<file path="config.mk">
export PLATFORM = sky130hd
export DESIGN_NAME = ex_muldiv_unit
export DESIGN_NICKNAME = d
export VERILOG_FILES = /design/src/rtl/rv32i_types.sv /design/src/rtl/muldiv_iter_core.sv /design/src/rtl/ex_muldiv_unit.sv
export SDC_FILE = /design/constraint.sdc
export NUM_CORES = 1
export LEC_CHECK = 0
export BUFFER_PORTS_ARGS = -buffer_cell sky130_fd_sc_hd__buf_2
export CAP_MARGIN = 30
export CORE_MARGIN = 4
export CORE_UTILIZATION = 62
export DETAILED_ROUTE_END_ITERATION = 7
export PLACE_DENSITY = 0.81
export SLEW_MARGIN = 20
export SYNTH_ARGS = -nofsm -noshare
export SYNTH_HDL_FRONTEND = slang
export SYNTH_HIERARCHICAL = 1
export SYNTH_SLANG_ARGS = --single-unit
</file>
<file path="constraint.sdc">
create_clock -name clk -period 6.5 [get_ports clk]
set_input_delay 0.325 -clock clk [delete_from_list [all_inputs] [get_ports clk]]
set_output_delay 0.325 -clock clk [all_outputs]
set_load 0.1 [all_outputs]
</file>
<file path="src/rtl/rv32i_types.sv">
// Shared RV32 types: M-extension funct3 encodings and fixed divide corner-case results.
// Latency: n/a (types, constants and a pure helper function only).
// Backpressure: n/a.
package rv32i_types;

    typedef enum logic [2:0] {
        MF_MUL    = 3'd0,
        MF_MULH   = 3'd1,
        MF_MULHSU = 3'd2,
        MF_MULHU  = 3'd3,
        MF_DIV    = 3'd4,
        MF_DIVU   = 3'd5,
        MF_REM    = 3'd6,
        MF_REMU   = 3'd7
    } muldiv_funct3_t;

    // Quotient returned for any divide by zero, and for the single signed overflow case.
    localparam logic [31:0] MULDIV_DIV0_Q = 32'hFFFF_FFFF;
    localparam logic [31:0] MULDIV_OVF_Q  = 32'h8000_0000;

    // Two's complement negate of a 32-bit word.
    function automatic logic [31:0] neg32(input logic [31:0] v);
        return ~v + 32'd1;
    endfunction

endpackage

</file>
<file path="src/rtl/muldiv_iter_core.sv">
// Unsigned iterative datapath: radix-2 shift-add multiply or restoring divide, one step per cycle.
// Latency: start loads operands; step 32 (counter==31) raises done_o with final values on the outputs.
// Backpressure: none; caller gates step_i and must capture results in the done_o cycle.
module muldiv_iter_core #(
    parameter int XLEN  = 32,
    parameter int CNT_W = 6
) (
    input  logic              clk,
    input  logic              rst_n,
    input  logic              start_i,
    input  logic              step_i,
    input  logic              is_div_i,
    input  logic [XLEN-1:0]   a_i,
    input  logic [XLEN-1:0]   b_i,
    output logic              done_o,
    output logic [2*XLEN-1:0] prod_o,
    output logic [XLEN-1:0]   quot_o,
    output logic [XLEN-1:0]   rem_o
);

    // hi_q: upper product half / partial remainder; lo_q: multiplier / dividend shifting into quotient
    logic [XLEN-1:0]  hi_q, hi_d;
    logic [XLEN-1:0]  lo_q, lo_d;
    logic [XLEN-1:0]  b_q;
    logic [CNT_W-1:0] cnt_q;
    logic             div_q;

    logic [XLEN:0]    mul_sum;
    logic [XLEN:0]    rem_sh;
    logic [XLEN-1:0]  rem_diff;
    logic             rem_ge;

    // One multiply or divide step computed from the current registers.
    always_comb begin
        mul_sum  = {1'b0, hi_q} + (lo_q[0] ? {1'b0, b_q} : {(XLEN+1){1'b0}});
        rem_sh   = {hi_q, lo_q[XLEN-1]};
        rem_ge   = (rem_sh >= {1'b0, b_q});
        // When rem_ge holds, the true difference is below b_q and fits in XLEN bits.
        rem_diff = rem_sh[XLEN-1:0] - b_q;
        if (div_q) begin
            hi_d = rem_ge ? rem_diff : rem_sh[XLEN-1:0];
            lo_d = {lo_q[XLEN-2:0], rem_ge};
        end else begin
            hi_d = mul_sum[XLEN:1];
            lo_d = {mul_sum[0], lo_q[XLEN-1:1]};
        end
        done_o = step_i && (cnt_q == CNT_W'(XLEN - 1));
        prod_o = {hi_d, lo_d};
        quot_o = lo_d;
        rem_o  = hi_d;
    end

    // Operand load on start, then advance one step per enabled cycle.
    always_ff @(posedge clk) begin
        if (!rst_n) begin
            hi_q  <= '0;
            lo_q  <= '0;
            b_q   <= '0;
            cnt_q <= '0;
            div_q <= 1'b0;
        end else if (start_i) begin
            hi_q  <= '0;
            lo_q  <= a_i;
            b_q   <= b_i;
            cnt_q <= '0;
            div_q <= is_div_i;
        end else if (step_i) begin
            hi_q  <= hi_d;
            lo_q  <= lo_d;
            cnt_q <= cnt_q + CNT_W'(1);
        end
    end

endmodule

</file>
<file path="src/rtl/ex_muldiv_unit.sv">
// RV32M multiply/divide in EX: sign handling and FSM around an iterative unsigned core.
// Latency: 33 cycles accept-to-DONE (1 for div-by-zero/overflow, and for multiplies with MULDIV_FAST_MUL_EN).
// Backpressure: stall_o holds upstream until DONE; result held in DONE until advance_i.
module ex_muldiv_unit
    import rv32i_types::*;
#(
    parameter int XLEN  = 32,
    parameter int CNT_W = 6
) (
    input  logic            clk,
    input  logic            rst_n,
    input  logic            op_valid_i,
    input  logic [2:0]      op_funct3_i,
    input  logic [XLEN-1:0] rs1_i,
    input  logic [XLEN-1:0] rs2_i,
    input  logic            flush_i,
    input  logic            advance_i,
    output logic            stall_o,
    output logic [XLEN-1:0] result_o,
    output logic            result_valid_o
);

    typedef enum logic [1:0] {
        ST_IDLE = 2'd0,
        ST_MUL  = 2'd1,
        ST_DIV  = 2'd2,
        ST_DONE = 2'd3
    } state_t;

    state_t          state_q, state_d;
    logic [XLEN-1:0] result_q, result_d;
    muldiv_funct3_t  f3_q, f3_d;
    logic            neg_q, neg_d;     // product / quotient must be negated
    logic            rneg_q, rneg_d;   // remainder takes the (negative) dividend sign

    muldiv_funct3_t  f3;
    logic            a_sgn, b_sgn, a_neg, b_neg;
    logic [XLEN-1:0] a_mag, b_mag;
    logic            is_div, div0, ovf, accept;
    logic [XLEN-1:0] special_res;
    logic [XLEN-1:0] mul_res, div_res;
    logic [63:0]     mul_fin;

    logic            core_start, core_step, core_done;
    logic [63:0]     core_prod;
    logic [XLEN-1:0] core_quot, core_rem;

`ifdef MULDIV_FAST_MUL_EN
    logic signed [32:0] fast_a, fast_b;
    logic signed [63:0] fast_prod;
    logic [XLEN-1:0]    fast_res;

    // Single-cycle signed 33x33 product; the extra top bit carries per-operand signedness.
    always_comb begin
        fast_a    = $signed({a_sgn & rs1_i[XLEN-1], rs1_i});
        fast_b    = $signed({b_sgn & rs2_i[XLEN-1], rs2_i});
        fast_prod = 64'(fast_a) * 64'(fast_b);
        fast_res  = (f3 == MF_MUL) ? fast_prod[31:0] : fast_prod[63:32];
    end
`endif

    // Decode of the operation sitting in ID/EX: signedness, magnitudes and corner cases.
    always_comb begin
        f3     = muldiv_funct3_t'(op_funct3_i);
        a_sgn  = (f3 == MF_MULH) || (f3 == MF_MULHSU) || (f3 == MF_DIV) || (f3 == MF_REM);
        b_sgn  = (f3 == MF_MULH) || (f3 == MF_DIV) || (f3 == MF_REM);
        a_neg  = a_sgn && rs1_i[XLEN-1];
        b_neg  = b_sgn && rs2_i[XLEN-1];
        a_mag  = a_neg ? neg32(rs1_i) : rs1_i;
        b_mag  = b_neg ? neg32(rs2_i) : rs2_i;
        is_div = op_funct3_i[2];
        div0   = is_div && (rs2_i == '0);
        ovf    = ((f3 == MF_DIV) || (f3 == MF_REM)) &&
                 (rs1_i == MULDIV_OVF_Q) && (rs2_i == '1);
        // funct3[1] selects the remainder forms (REM/REMU).
        if (div0) begin
            special_res = op_funct3_i[1] ? rs1_i : MULDIV_DIV0_Q;
        end else begin
            special_res = op_funct3_i[1] ? '0 : MULDIV_OVF_Q;
        end
        accept = (state_q == ST_IDLE) && op_valid_i && !flush_i;
    end

    // Sign fix-up of the core's unsigned results using the flags latched at accept.
    always_comb begin
        mul_fin = neg_q ? (~core_prod + 64'd1) : core_prod;
        mul_res = (f3_q == MF_MUL) ? mul_fin[31:0] : mul_fin[63:32];
        if (f3_q[1]) begin
            div_res = rneg_q ? neg32(core_rem) : core_rem;
        end else begin
            div_res = neg_q ? neg32(core_quot) : core_quot;
        end
    end

    // Next state, result capture and core start; flush overrides everything.
    always_comb begin
        state_d    = state_q;
        result_d   = result_q;
        f3_d       = f3_q;
        neg_d      = neg_q;
        rneg_d     = rneg_q;
        core_start = 1'b0;
        case (state_q)
            ST_IDLE: begin
                if (accept) begin
                    f3_d   = f3;
                    neg_d  = a_neg ^ b_neg;
                    rneg_d = a_neg;
                    if (is_div && (div0 || ovf)) begin
                        state_d  = ST_DONE;
                        result_d = special_res;
                    end else if (is_div) begin
                        state_d    = ST_DIV;
                        core_start = 1'b1;
                    end else begin
`ifdef MULDIV_FAST_MUL_EN
                        state_d  = ST_DONE;
                        result_d = fast_res;
`else
                        state_d    = ST_MUL;
                        core_start = 1'b1;
`endif
                    end
                end
            end
            ST_MUL: begin
                if (core_done) begin
                    state_d  = ST_DONE;
                    result_d = mul_res;
                end
            end
            ST_DIV: begin
                if (core_done) begin
                    state_d  = ST_DONE;
                    result_d = div_res;
                end
            end
            ST_DONE: begin
                if (advance_i) begin
                    state_d = ST_IDLE;
                end
            end
            default: state_d = ST_IDLE;
        endcase
        if (flush_i) begin
            state_d    = ST_IDLE;
            result_d   = result_q;
            core_start = 1'b0;
        end
    end

    // State and result registers.
    always_ff @(posedge clk) begin
        if (!rst_n) begin
            state_q  <= ST_IDLE;
            result_q <= '0;
            f3_q     <= MF_MUL;
            neg_q    <= 1'b0;
            rneg_q   <= 1'b0;
        end else begin
            state_q  <= state_d;
            result_q <= result_d;
            f3_q     <= f3_d;
            neg_q    <= neg_d;
            rneg_q   <= rneg_d;
        end
    end

    assign core_step      = (state_q == ST_MUL) || (state_q == ST_DIV);
    assign stall_o        = op_valid_i && !flush_i && (state_q != ST_DONE);
    assign result_valid_o = (state_q == ST_DONE) && !flush_i;
    assign result_o       = result_q;

    muldiv_iter_core #(
        .XLEN  (XLEN),
        .CNT_W (CNT_W)
    ) u_core (
        .clk      (clk),
        .rst_n    (rst_n),
        .start_i  (core_start),
        .step_i   (core_step),
        .is_div_i (is_div),
        .a_i      (a_mag),
        .b_i      (b_mag),
        .done_o   (core_done),
        .prod_o   (core_prod),
        .quot_o   (core_quot),
        .rem_o    (core_rem)
    );

endmodule

</file>
==> report_table.html <==
<table>
<tr><th>Metric</th><th>Value</th></tr>
<tr><th colspan="2">Power and ir drop</th></tr>
<tr><td>Clk network pwr share</td><td>23.8%</td></tr>
<tr><td>Switch share</td><td>48.39%</td></tr>
<tr><td>Switching component of the power</td><td>2.000 mW</td></tr>
<tr><td>Power per Cell Area</td><td>229.8 mW/mm^2</td></tr>
<tr><td>Internal power consumption</td><td>2.133 mW</td></tr>
<tr><td>Register share of total power</td><td>23.8%</td></tr>
<tr><td>Peak VDD IR</td><td>0.0001761 V</td></tr>
<tr><td>Share of total power in combinational logic</td><td>52.4%</td></tr>
<tr><td>Lkg Pwr</td><td>7.222 nW</td></tr>
<tr><th colspan="2">Synthesis</th></tr>
<tr><td>Mapped Avg Cell Area</td><td>7.277 um^2</td></tr>
<tr><td>Cell area after synthesis</td><td>0.01710 mm^2</td></tr>
<tr><td>Number of synthesized flops with an enable pin</td><td>0</td></tr>
<tr><td>Mapped Nets</td><td>2500</td></tr>
<tr><td>Synth async-reset ratio</td><td>0%</td></tr>
<tr><td>Part of the Yosys area used for sequential elements</td><td>16.62%</td></tr>
<tr><td>Area fraction in and, or, nand and nor cells after synthesis</td><td>26.66%</td></tr>
<tr><td>Combinational family with the most area after synthesis</td><td>simple AND/OR/NAND/NOR gates</td></tr>
<tr><td>Synth Instances</td><td>2350</td></tr>
<tr><td>Synth warnings</td><td>6</td></tr>
<tr><td>Adder-Cell Fraction of Synth Area</td><td>5.795%</td></tr>
<tr><td>Count of cell types in the netlist</td><td>95</td></tr>
<tr><td>Compound-cell area share of the yosys netlist</td><td>26.06%</td></tr>
<tr><td>Synthesized-area fraction occupied by xor and xnor cells</td><td>10.65%</td></tr>
<tr><td>Top_reg_cell synth</td><td>sky130_fd_sc_hd__dfxtp_1</td></tr>
<tr><td>Multiplexer share of the synthesized area</td><td>6.058%</td></tr>
<tr><td>Number of flip-flops and latches in the synthesized netlist</td><td>142</td></tr>
<tr><th colspan="2">Setup path</th></tr>
<tr><td>Worst path cell trace</td><td>buf_4, and2_1, ha_1, o21a_1, o21a_1, a32oi_1, o21ai_1, a21boi_1, xnor2_1, nor2_1, a21oi_1, or4_1, or4_1, o31ai_1, xor2_1, o221ai_1, a21oi_1, o31ai_1</td></tr>
<tr><td>CP Data Arrival Time</td><td>6.42 ns</td></tr>
<tr><td>Critical path capture point type</td><td>flip-flop</td></tr>
<tr><td>CP Launch Type</td><td>flip-flop</td></tr>
<tr><td>Cell with the largest stage delay on the worst path</td><td>sky130_fd_sc_hd__dfxtp_1</td></tr>
<tr><td>Worst Path Class, Setup</td><td>reg -&gt; reg</td></tr>
<tr><td>Required time at the endpoint of the critical path</td><td>6.80 ns</td></tr>
<tr><td>Delay contributed by the slowest stage of the critical path</td><td>0.78 ns</td></tr>
<tr><td>Critical-path maximum fanout</td><td>18</td></tr>
<tr><th colspan="2">Routing</th></tr>
<tr><td>Wire per inst</td><td>25.64 um</td></tr>
<tr><td>Total vias in the final route</td><td>19180</td></tr>
<tr><td>Pre-antenna DRT Iters</td><td>7</td></tr>
<tr><td>Number of nets still failing antenna checks after routing</td><td>0</td></tr>
<tr><td>Number of violations reported at the end of detailed-routing iteration 0</td><td>3346</td></tr>
<tr><td>Via density per instance</td><td>7.168</td></tr>
<tr><td>DRT Wirelength</td><td>68.62 mm</td></tr>
<tr><td>Detailed-route DRC error count</td><td>0</td></tr>
<tr><th colspan="2">Clock tree</th></tr>
<tr><td>Number of hold buffers added after cts</td><td>0</td></tr>
<tr><td>Post-CTS sizing</td><td>0</td></tr>
<tr><td>Clock network latency to the later pin of the worst-skew pair</td><td>0.44 ns</td></tr>
<tr><td>CTS tree</td><td>yes</td></tr>
<tr><td>Post-CTS repair timing setup buffer count</td><td>0</td></tr>
<tr><td>Clock Sink Count</td><td>142</td></tr>
<tr><td>Maximum clock insertion buffer count</td><td>2</td></tr>
<tr><td>H-tree depth</td><td>4</td></tr>
<tr><td>Cell chosen for the clock root</td><td>sky130_fd_sc_hd__clkbuf_16</td></tr>
<tr><td>Number of buffers inserted during clock tree synthesis</td><td>17</td></tr>
<tr><td>Clock-pin slew reported for the worst setup and hold paths after clock tree synthesis</td><td>0.08 ns</td></tr>
<tr><th colspan="2">STA</th></tr>
<tr><td>Final hold vios</td><td>0</td></tr>
<tr><td>Final cycle utilization of the critical path</td><td>94.13%</td></tr>
<tr><td>Timing-limited maximum frequency</td><td>163.4 MHz</td></tr>
<tr><td>Final setup fails</td><td>0</td></tr>
<tr><td>Total count of max-transition violations in the final report</td><td>0</td></tr>
<tr><td>Setup_tns</td><td>0 ns</td></tr>
<tr><td>Slew of the pin with the lowest slew margin</td><td>1.068 ns</td></tr>
<tr><td>Setup repair after global routing missed its margin</td><td>no</td></tr>
<tr><td>Post-route clock skew</td><td>0.01923 ns</td></tr>
<tr><td>Headroom to the max-slew limit</td><td>28.63%</td></tr>
<tr><td>Shortest clock period the worst path allows after layout</td><td>6.119 ns</td></tr>
<tr><th colspan="2">Layout</th></tr>
<tr><td>Count of non-filler cells in the finished layout</td><td>2676</td></tr>
<tr><td>Footprint of the flip-flops and latches</td><td>0.002848 mm^2</td></tr>
<tr><td>Area grow syn2layout</td><td>5.188%</td></tr>
<tr><td>Number of inserted diodes</td><td>0</td></tr>
<tr><td>Total area of multi-input combinational cells</td><td>0.01290 mm^2</td></tr>
<tr><td>Post-layout net count</td><td>2472</td></tr>
<tr><td>Filler Cells Inserted</td><td>2391</td></tr>
<tr><td>Share of layout cells above drive strength 1</td><td>12.16%</td></tr>
<tr><th colspan="2">Place</th></tr>
<tr><td>Post-detail-place hpwl</td><td>51.66 mm</td></tr>
<tr><td>Number of instances in the placed design</td><td>2642</td></tr>
<tr><td>Gp weighted congestion</td><td>1.081</td></tr>
<tr><td>Total of buffers placed on input and output ports</td><td>105</td></tr>
<tr><th colspan="2">Die</th></tr>
<tr><td>Core footprint</td><td>0.02703 mm^2</td></tr>
<tr><td>Num rows</td><td>60</td></tr>
<tr><td>Die Y</td><td>174.1 um</td></tr>
<tr><td>Total Die Area</td><td>0.03030 mm^2</td></tr>
<tr><td>Die width</td><td>174.1 um</td></tr>
<tr><td>Number of I/O pins</td><td>106</td></tr>
<tr><td>Initial cell density of the core</td><td>63.27%</td></tr>
<tr><th colspan="2">Global routing</th></tr>
<tr><td>Total routing usage reported by global routing</td><td>43.08%</td></tr>
<tr><td>Number of antenna violations at the first check in global routing</td><td>2</td></tr>
<tr><td>Vias in the first global route</td><td>17730</td></tr>
<tr><td>Largest net degree at the start of global routing</td><td>71</td></tr>
<tr><td>Overflow after GRT</td><td>0</td></tr>
<tr><td>First-pass GRT wire length</td><td>103.5 mm</td></tr>
<tr><th colspan="2">Flow run</th></tr>
<tr><td>Number of max-cap violations</td><td>0</td></tr>
<tr><th colspan="2">Hold path</th></tr>
<tr><td>Worst Hold Class</td><td>in -&gt; reg</td></tr>
<tr><th colspan="2">Outcome</th></tr>
<tr><td>Run status</td><td>completed</td></tr>
</table>
state kept, by name, summed over array words and instances (netlist names):
name          count
u_core/cnt_q      6
u_core/lo_q      32
u_core/div_q      1
u_core/b_q       32
state_q           2
u_core/hi_q      32
rneg_q            1
neg_q             1
result_o         32
f3_q              3
cell usage after synthesis (7+ instances only):
cell / instances / area share [%]
sky130_fd_sc_hd__clkbuf_1: 108 / 2.4
sky130_fd_sc_hd__nand2b_1: 33 / 1.2
sky130_fd_sc_hd__o21a_1: 20 / 0.88
sky130_fd_sc_hd__or4_1: 35 / 1.5
sky130_fd_sc_hd__nand4_1: 35 / 1.3
sky130_fd_sc_hd__a211o_1: 8 / 0.41
sky130_fd_sc_hd__or2_2: 22 / 0.80
sky130_fd_sc_hd__a32o_1: 10 / 0.59
sky130_fd_sc_hd__nand3_1: 37 / 1.1
sky130_fd_sc_hd__a31oi_1: 41 / 1.5
sky130_fd_sc_hd__nor2b_1: 44 / 1.6
sky130_fd_sc_hd__o211ai_1: 16 / 0.70
sky130_fd_sc_hd__and3_1: 9 / 0.33
sky130_fd_sc_hd__o21bai_1: 10 / 0.44
sky130_fd_sc_hd__o21ai_0: 111 / 3.2
sky130_fd_sc_hd__o21ai_1: 7 / 0.20
sky130_fd_sc_hd__o31ai_1: 60 / 2.6
sky130_fd_sc_hd__o2111ai_1: 7 / 0.36
sky130_fd_sc_hd__and2_1: 45 / 1.6
sky130_fd_sc_hd__buf_4: 72 / 3.2
sky130_fd_sc_hd__o41ai_1: 38 / 1.9
sky130_fd_sc_hd__dfxtp_1: 142 / 17
sky130_fd_sc_hd__o211a_1: 11 / 0.64
sky130_fd_sc_hd__nand2_1: 210 / 4.6
sky130_fd_sc_hd__xnor2_1: 117 / 6.0
sky130_fd_sc_hd__inv_1: 77 / 1.7
sky130_fd_sc_hd__a21oi_1: 109 / 3.2
sky130_fd_sc_hd__a211oi_1: 32 / 1.4
sky130_fd_sc_hd__nor4_1: 35 / 1.3
sky130_fd_sc_hd__nor2_1: 233 / 5.1
sky130_fd_sc_hd__o31a_1: 8 / 0.41
sky130_fd_sc_hd__mux2i_1: 63 / 3.7
sky130_fd_sc_hd__o221ai_1: 11 / 0.56
sky130_fd_sc_hd__buf_2: 18 / 0.53
sky130_fd_sc_hd__a221oi_1: 12 / 0.61
sky130_fd_sc_hd__nor3_1: 58 / 1.7
sky130_fd_sc_hd__xor2_1: 91 / 4.7
sky130_fd_sc_hd__a21boi_0: 38 / 1.7
sky130_fd_sc_hd__or3_1: 60 / 2.2
sky130_fd_sc_hd__a21o_1: 29 / 1.3
sky130_fd_sc_hd__mux2_2: 36 / 2.4
sky130_fd_sc_hd__ha_1: 76 / 5.6
sky130_fd_sc_hd__o22ai_1: 13 / 0.48
logic make-up (layout without fill, tap and decap cells):
| group | Yosys count | count (layout) |
|---|---|---|
| multiplexers | 99 | 99 |
| AO/OA/AOI/OAI | 642 | 642 |
| flip-flops | 142 | 142 |
| buffers and inverters | 285 | 270 |
| adder cells (fa/ha/maj) | 78 | 78 |
| AND/OR/NAND/NOR | 896 | 896 |
| XOR/XNOR | 208 | 208 |
layer usage:
metal | track usage (%) | share of wire (%) | vias to the layer above
met4 | 17.45 | 4.5 | 6
met1 | 58.86 | 40 | 8953
met3 | 16.16 | 15 | 270
met5 | 0 | 0.054 | -
met2 | 61.06 | 40 | 1454
li1 | - | - | 8498
through the flow:
step           hold WS [ns]  setup WS, ns  utilization (%)  instance area [um^2]  power, mW
2_1_floorplan        0.4583         1.498                -                 17100      2.454
3_3_place_gp         0.4344        0.5186            64.25                 17370      3.014
3_5_place_dp         0.4377        0.5434            64.32                 17380      3.033
4_1_cts              0.2094        0.5308            66.38                 17940      4.012
5_1_grt              0.2250       0.07707            66.56                 17990      4.282
6_report             0.2201        0.3812            66.56                 17990      4.134
cell usage in the layout, fill, tap and decap left out, types with 34 or more instances in the layout:
cell type and n:
sky130_fd_sc_hd__nor2_1 233, sky130_fd_sc_hd__nand2_1 210, sky130_fd_sc_hd__dfxtp_1 140, sky130_fd_sc_hd__xnor2_1 117, sky130_fd_sc_hd__o21ai_0 111, sky130_fd_sc_hd__a21oi_1 109
sky130_fd_sc_hd__buf_2 105, sky130_fd_sc_hd__xor2_1 91, sky130_fd_sc_hd__inv_1 77, sky130_fd_sc_hd__ha_1 75, sky130_fd_sc_hd__mux2i_1 62, sky130_fd_sc_hd__o31ai_1 60
sky130_fd_sc_hd__or3_1 60, sky130_fd_sc_hd__nor3_1 56, sky130_fd_sc_hd__buf_4 52, sky130_fd_sc_hd__and2_1 45, sky130_fd_sc_hd__nor2b_1 42, sky130_fd_sc_hd__a31oi_1 41
sky130_fd_sc_hd__o41ai_1 38, sky130_fd_sc_hd__a21boi_0 38, sky130_fd_sc_hd__nand3_1 37, sky130_fd_sc_hd__mux2_2 36, sky130_fd_sc_hd__or4_1 35, sky130_fd_sc_hd__nand4_1 35
sky130_fd_sc_hd__nor4_1 34
power by group through the flow:
stage	Combinational, mW	Clock (mW)	Sequential, mW
after floorplan	1.48	0	0.972
after global placement	2.02	0	0.996
after detailed placement	2.03	0	0.999
after CTS	2.05	0.986	0.979
after global routing	2.27	1.02	0.988
final	2.17	0.982	0.984
path summary, 6_finish.rpt:
kind | startpoint | end | slack (ns) | cells after the start
max | u_core/lo_q[0] | result_o[29] | 0.38 | 18
min | flush_i | state_q[0] | 0.22 | 4
max reg2reg | u_core/lo_q[0] | result_o[29] | 0.38 | 18
min reg2reg | result_o[8] | result_o[8] | 0.46 | 2
layout make-up:
class	count	share of cell area [%]
Sequential cell	142	15.83
Inverter	78	1.628
Timing Repair Buffer	160	5.349
Tap cell	341	2.372
Clock inverter	14	0.7026
Clock buffer	18	2.386
Multi-Input combinational cell	1923	71.73
worst max-delay path: cells and delay by family (launching register included):
kind                     cells  cell delay, ns
AO/OA/AOI/OAI               10            2.65
AND/OR/NAND/NOR              4            1.55
flip-flops                   1            0.78
XOR/XNOR                     2            0.37
buffers and inverters        1            0.36
adder cells (fa/ha/maj)      1            0.27
Power figures use the tool's default switching activity.
